--- config.mk ---
export PLATFORM = sky130hd
export DESIGN_NAME = led_matrix_pwm_driver
export DESIGN_NICKNAME = d
export VERILOG_FILES = /design/src/rtl/led_matrix_pwm_driver.sv
export SDC_FILE = /design/constraint.sdc
export NUM_CORES = 1
export LEC_CHECK = 0
export CAP_MARGIN = 20
export CORE_UTILIZATION = 55
export CTS_CLUSTER_DIAMETER = 200
export DETAILED_ROUTE_END_ITERATION = 7
export PLACE_DENSITY_LB_ADDON = 0.05
export SLEW_MARGIN = 20
export SYNTH_ARGS = -nofsm -noshare
export SYNTH_HDL_FRONTEND = slang
export SYNTH_SLANG_ARGS = --single-unit
export TNS_END_PERCENT = 20
--- constraint.sdc ---
create_clock -name clk -period 22.7 [get_ports clk]
set_clock_uncertainty 0.2 [all_clocks]
set_input_delay 2.27 -clock clk [delete_from_list [all_inputs] [get_ports clk]]
set_output_delay 2.27 -clock clk [all_outputs]
set_load 0.005 [all_outputs]
--- src/rtl/led_matrix_pwm_driver.sv ---
// Scanning row driver for a red/green LED matrix with per-pixel PWM, inter-row
// blanking, and a double-buffered image that swaps only at frame boundaries.
module led_matrix_pwm_driver #(
   parameter int ROWS  = 8,
   parameter int COLS  = 8,
   parameter int BITS  = 2,
   parameter int DWELL = 4,
   parameter int BLANK = 1
) (
   input  logic                      clk,
   input  logic                      reset,
   input  logic [ROWS*COLS*BITS-1:0] red_array,
   input  logic [ROWS*COLS*BITS-1:0] green_array,
   input  logic                      load,
   output logic [COLS-1:0]           red_driver,
   output logic [COLS-1:0]           green_driver,
   output logic [ROWS-1:0]           row_sink,
   output logic                      frame_end
);

   localparam int IMG_W = ROWS * COLS * BITS;
   localparam int ROW_W = $clog2(ROWS);
   localparam int DW_W  = (DWELL > 1) ? $clog2(DWELL) : 1;
   localparam int BC_W  = (BLANK > 1) ? $clog2(BLANK) : 1;

   localparam logic [ROW_W-1:0] ROW_LAST   = ROW_W'(ROWS - 1);
   localparam logic [BITS-1:0]  SLOT_LAST  = BITS'((2 ** BITS) - 2);
   localparam logic [DW_W-1:0]  DWELL_LAST = DW_W'(DWELL - 1);
   localparam logic [BC_W-1:0]  BLANK_LAST = BC_W'(BLANK - 1);

   localparam logic [0:0] ST_BLANK  = 1'b0;
   localparam logic [0:0] ST_ACTIVE = 1'b1;

   logic [0:0]       state;
   logic [ROW_W-1:0] row;
   logic [BITS-1:0]  slot;
   logic [DW_W-1:0]  dwell;
   logic [BC_W-1:0]  bcnt;

   logic             pend_flag;
   logic [IMG_W-1:0] pend_red;
   logic [IMG_W-1:0] pend_green;
   logic [IMG_W-1:0] disp_red;
   logic [IMG_W-1:0] disp_green;

   logic             last_cycle_of_row;

   // A pixel of level k is lit while the slot counter is below k, so level 0
   // never lights and the full-scale level lights for every slot.
   function automatic logic pixel_on(input logic [BITS-1:0] level,
                                     input logic [BITS-1:0] cur_slot);
      return level > cur_slot;
   endfunction

   assign last_cycle_of_row = (dwell == DWELL_LAST) && (slot == SLOT_LAST);
   assign frame_end = (state == ST_ACTIVE) && (row == ROW_LAST) && last_cycle_of_row;

   // Scan sequencer: BLANK for BLANK cycles, then ACTIVE for all PWM slots.
   always_ff @(posedge clk or posedge reset) begin
      if (reset) begin
         state <= ST_BLANK;
         row   <= '0;
         slot  <= '0;
         dwell <= '0;
         bcnt  <= '0;
      end else begin
         case (state)
            ST_BLANK: begin
               if (bcnt == BLANK_LAST) begin
                  state <= ST_ACTIVE;
                  bcnt  <= '0;
                  slot  <= '0;
                  dwell <= '0;
               end else begin
                  bcnt <= bcnt + BC_W'(1);
               end
            end
            default: begin
               if (dwell == DWELL_LAST) begin
                  dwell <= '0;
                  if (slot == SLOT_LAST) begin
                     state <= ST_BLANK;
                     slot  <= '0;
                     row   <= (row == ROW_LAST) ? '0 : row + ROW_W'(1);
                  end else begin
                     slot <= slot + BITS'(1);
                  end
               end else begin
                  dwell <= dwell + DW_W'(1);
               end
            end
         endcase
      end
   end

   // Double buffer: the display image only changes on the edge closing a
   // frame; a load on that same edge bypasses the pending buffer.
   always_ff @(posedge clk or posedge reset) begin
      if (reset) begin
         pend_flag  <= 1'b0;
         pend_red   <= '0;
         pend_green <= '0;
         disp_red   <= '0;
         disp_green <= '0;
      end else if (frame_end) begin
         if (load) begin
            disp_red   <= red_array;
            disp_green <= green_array;
            pend_red   <= red_array;
            pend_green <= green_array;
            pend_flag  <= 1'b0;
         end else if (pend_flag) begin
            disp_red   <= pend_red;
            disp_green <= pend_green;
            pend_flag  <= 1'b0;
         end
      end else if (load) begin
         pend_red   <= red_array;
         pend_green <= green_array;
         pend_flag  <= 1'b1;
      end
   end

   always_comb begin
      red_driver   = '0;
      green_driver = '0;
      row_sink     = '1;
      if (state == ST_ACTIVE) begin
         row_sink[row] = 1'b0;
         for (int c = 0; c < COLS; c++) begin
            red_driver[c]   = pixel_on(disp_red[(int'(row) * COLS + c) * BITS +: BITS], slot);
            green_driver[c] = pixel_on(disp_green[(int'(row) * COLS + c) * BITS +: BITS], slot);
         end
      end
   end

endmodule

======== After elaboration in Yosys (flattened, before gate mapping) ========
Index checks and enable logic that the tools add are counted.
word-level totals
  input bits .............................. 259
  word-level logic and storage cells ...... 93
  output and inout bits ................... 25
  bits in latches ......................... 0
  bits in writable memories ............... 0
  ROM bits ................................ 0
  memories kept ........................... 0
  flip-flop bits (word level) ............. 522
operators by class
  div/mod/pow operators ................... 0
  muxes and demuxes ....................... 23
  add/subtract/negate cells ............... 11
  bitwise logic cells ..................... 1
  eq/ne operators ......................... 5
  order comparisons ....................... 18
  reduce and logical (&&, ||, !) cells .... 9
  multipliers ............................. 0
  shift-type cells ........................ 16
operator list
  kind                                                                           count
  128-bit by 32-bit variable part select with 2-bit output                       7
  128-bit by 9-bit variable part select with 2-bit output                        7
  128-bit two-way mux                                                            4
  128-bit by 8-bit variable part select with 2-bit output                        2
  2-bit > comparator                                                             16
  6-bit by 3-bit adder with 7-bit output (second input constant)                 4
  8-bit two-way mux                                                              3
  6-bit by 2-bit adder with 7-bit output (second input constant)                 2
  2-bit two-way mux                                                              6
  1-bit two-way mux                                                              8
  8-bit NOT                                                                      1
  6-bit by 1-bit adder with 7-bit output (second input constant)                 1
  2-bit by 1-bit adder with 2-bit output (second input constant)                 2
  2-bit == test (second input constant)                                          2
  1-bit logical AND                                                              4
  3-bit by 4-bit less-than comparator with 1-bit output (second input constant)  1
  2-bit AND reduction                                                            2
  2-bit nonzero test                                                             2
  3-bit by 1-bit adder with 3-bit output (second input constant)                 1
  1-bit demux with 3-bit select                                                  1
  3-bit == test (second input constant)                                          1
  3-bit by 1-bit >= comparator with 1-bit output (second input constant)         1
  3-bit two-way mux                                                              1
  3-bit AND reduction                                                            1
  3 further kinds                                                                3

======== Longest topological paths before layout ========
  word-level depth ........................ 6
  mapped depth ............................ 9
  gate-level depth less buffers ........... 6

======== Worst setup path after synthesis ========
Ideal clock, no wire load.
  path kind ............................... register to output
  start point ............................. reg row[0]
  end point ............................... out red_driver[4]
  cell stages (with the launch flop) ...... 9
  slack ................................... 18.134 ns
  buffers on the path ..................... 2
  data arrival time ....................... 2.096 ns
  required time ........................... 20.230 ns
  path through ............................ dfrtp_1 > buf_2 > buf_2 > mux4_2 > mux2_2 > ha_1 > nand2_1 > nand2_1 > nor2_1
between the ends
  word-level cells in the longest chain between the ends .. 4
RTL lines
  item                                                      RTL line  text
  start: declaration                                        35        logic [ROW_W-1:0] row;
  start signal: assignment                                  84        row <= (row == ROW_LAST) ? '0 : row + ROW_W'(1);
  6-bit by 3-bit adder with 7-bit output                    131       red_driver[c] = pixel_on(disp_red[(int'(row) * COLS + c) * BITS +: BITS], slot);
  128-bit by 32-bit variable part select with 2-bit output  131
  2-bit > comparator                                        52        return level > cur_slot;
  8-bit two-way mux                                         128       if (state == ST_ACTIVE) begin
  end: declaration                                          15        output logic [COLS-1:0] red_driver,
No other way between the ends.

======== Final worst setup path ========
  start point ............................. reg row[0]
  end point ............................... out red_driver[7]
The elaborated chain is that of the path after synthesis.

==> metrics.cfg <==
[floorplanning]
start_util_pct=55.7
die_x_um=202
rows=73
boundaryPins=284
die_h_um=202
core_um2=39600
dieArea_um2=40900

[timing]
max_slew_margin_pct=25.1
worstMarginPinSlew_ns=1.12
finalCriticalPeriod_ns=6.93
fin_tns_setup_ns=0
slew_violations=0
finalCritPeriodShare_pct=30.5
rsz0062_at_grt=no
max_clock_freq_mhz=144
setup_viol=0
report.final.hold_viol_count=0
setup_ws_ns=15.77

[logic_synthesis]
syn-num-nets=1650
avgSynthCellArea_um2=16.3
ys_ff_latch=521
ys_top_cells_by_area=dfrtp_1 (59%), mux2_2 (16%), mux2_1 (11%)
syn_inst=1356
synth.distinct_cells=28
yosysTopAreaCell=dfrtp_1
ys_seq_area_share_pct=59.1
syn_area_um2=22100
ys_warn_count=0
yosysTopAreaCellShare_pct=59.1

[run]
drv_cap=0

[finish]
fin_nets=1920
design_area_um2=27000
drive_gt1_share_pct=28.9
syn_to_final_growth_pct=22.2
fin_cells=2196

[setup_path]
regToRegSetupSlack_ns=18.93
arrival_ns=4.46
startpoint_type=flop
worstPathMaxFanout=45
criticalPathCategory=reg -> out
reg2reg_from=row[2]
end_kind=output pin
r2r-end=disp_green[25]
r2r_cells=6
startpoint=row[0]
cp.required_ns=20.23

[worst_hold_path]
hold_end=dwell[0]
holdPathStages=1
hold_path.class=reg -> reg
min_from=dwell[0]

[placed_design]
hpwl_mm=31.5
io_buffers=283
place_congestion=0.793
placed_cell_area_um2=25200
placedCellCount=2095
dp_slack_ns=16.34

[route]
drt.antenna.violating_nets=0
dr.first_iter.drc_count=602
vias_per_cell=5.49
post_drt_wl_per_cell_um=21.8
drc=0
drt_pre_antenna_iters=6
wl_mm=48.0
vias=12057

[clock_network]
cts_tree=built
clock-root-buffer=clkbuf_16
clockBufferDepth=3
holdBufCountCts=0
cts_resized=0
cts.clk_slew.worst_paths_ns=0.06
postCtsSetupBuffers=0
cts_sinks=521
clock_latency_ns=0.59
htree_levels=2
numCtsBuffers=53

[power_and_ir_drop]
ir_worst_vdd_v=0.0000663
power_density_nw_per_um2=76.4
power.total_mw=2.06
p_leak_nw=12.3

[global_route]
grt_pass1_vias=13001
grt-ovfl-total=0
grt_max_degree=157
antenna_found_initial=5
grt_pass1_wl_mm=75.8
grt_usage_pct=24.3

[outcome]
status=finished clean

## per-stage QoR
stage	util, %	hold slack [ns]
3_3_place_gp	63.5	0.225
3_5_place_dp	63.5	0.239
5_1_grt	68.1	0.273
2_1_floorplan	-	0.214
4_1_cts	68.0	0.247
6_report	68.1	0.246
## synthesized netlist by cell type, drive strengths merged
cell	n
nand4b	1
and2	2
mux4	64
nor2	20
nand3b	1
a21o	1
nor3	2
nand4	1
ha	35
clkbuf	11
nor3b	2
dfrtp	521
nand2	35
o21a	1
mux2	530
o21ai	1
inv	19
nand3	4
mux2i	16
a21oi	16
nor2b	4
buf	69
## metal layers
layer | routed length [um] | global-route usage (%)
met5 | 13 | 0
met4 | 772 | 6.61
met3 | 2630 | 3.50
met2 | 21000 | 35.3
met1 | 23600 | 38.2
## worst max-delay path: stages, from the launching register on
cell and delay, ns:
dfrtp_4 0.80, buf_4 0.82, mux4_2 0.59, mux2_2 0.27, ha_1 0.29, nand2_1 0.07
nand2_1 0.05, nor2_1 0.34, clkdlybuf4s50_1 0.58
## cell families (layout without fill, tap and decap cells)
logic type	Yosys count	after routing	synth area share, %
compound gates	19	19	0.453
fa+ha+maj	35	35	1.98
buf+inv	99	411	2.69
flops	521	521	59.1
mux	610	610	34.3
other cells	0	3	0
simple gates	72	72	1.53
## cells in the final DEF, fill, tap and decap left out, types with 2 or more instances in the layout
cell type,count
dfrtp_1,517
mux2_2,314
clkdlybuf4s50_1,282
mux2_1,216
mux4_2,64
clkbuf_16,55
nand2_1,35
ha_1,35
nor2_1,20
inv_1,18
mux2i_1,16
a21oi_1,16
clkbuf_8,13
clkbuf_1,13
clkinv_2,10
buf_4,8
nor2b_1,4
nand3_1,4
diode_2,3
bufinv_16,3
and2_1,2
nor3b_1,2
buf_12,2
dfrtp_4,2
dfrtp_2,2
## area by class of cell
cell class | instances | area [um^2]
sequential | 521 | 13000
fill | 2802 | 12700
multi-input combinational | 736 | 8450
timing repair buffer | 295 | 2980
clock buffer | 81 | 1600
tap | 525 | 657
clock inverter | 16 | 165
inverter | 19 | 78.8
antenna | 3 | 7.51
## worst max-delay path by stage
stage / cells after the start / to
2_1_floorplan: 1 / disp_green[0]
3_3_place_gp: 8 / red_driver[7]
3_5_place_dp: 8 / red_driver[7]
4_1_cts: 8 / red_driver[5]
5_1_grt: 8 / red_driver[7]
6_report: 8 / red_driver[7]
## report_power, final
| group | total [mW] | switching, mW | internal [mW] |
|---|---|---|---|
| Clock | 0.874 | 0.355 | 0.520 |
| Combinational | 0.176 | 0.0727 | 0.103 |
| Sequential | 1.01 | 0.0199 | 0.991 |
## state kept, by name, summed over array words and instances, names as in the netlist
signal / count
pend_green: 128
state: 1
disp_green: 128
disp_red: 128
row: 3
pend_flag: 1
pend_red: 128
dwell: 2
slot: 2
Note: power is estimated with default switching activity, not from simulation.
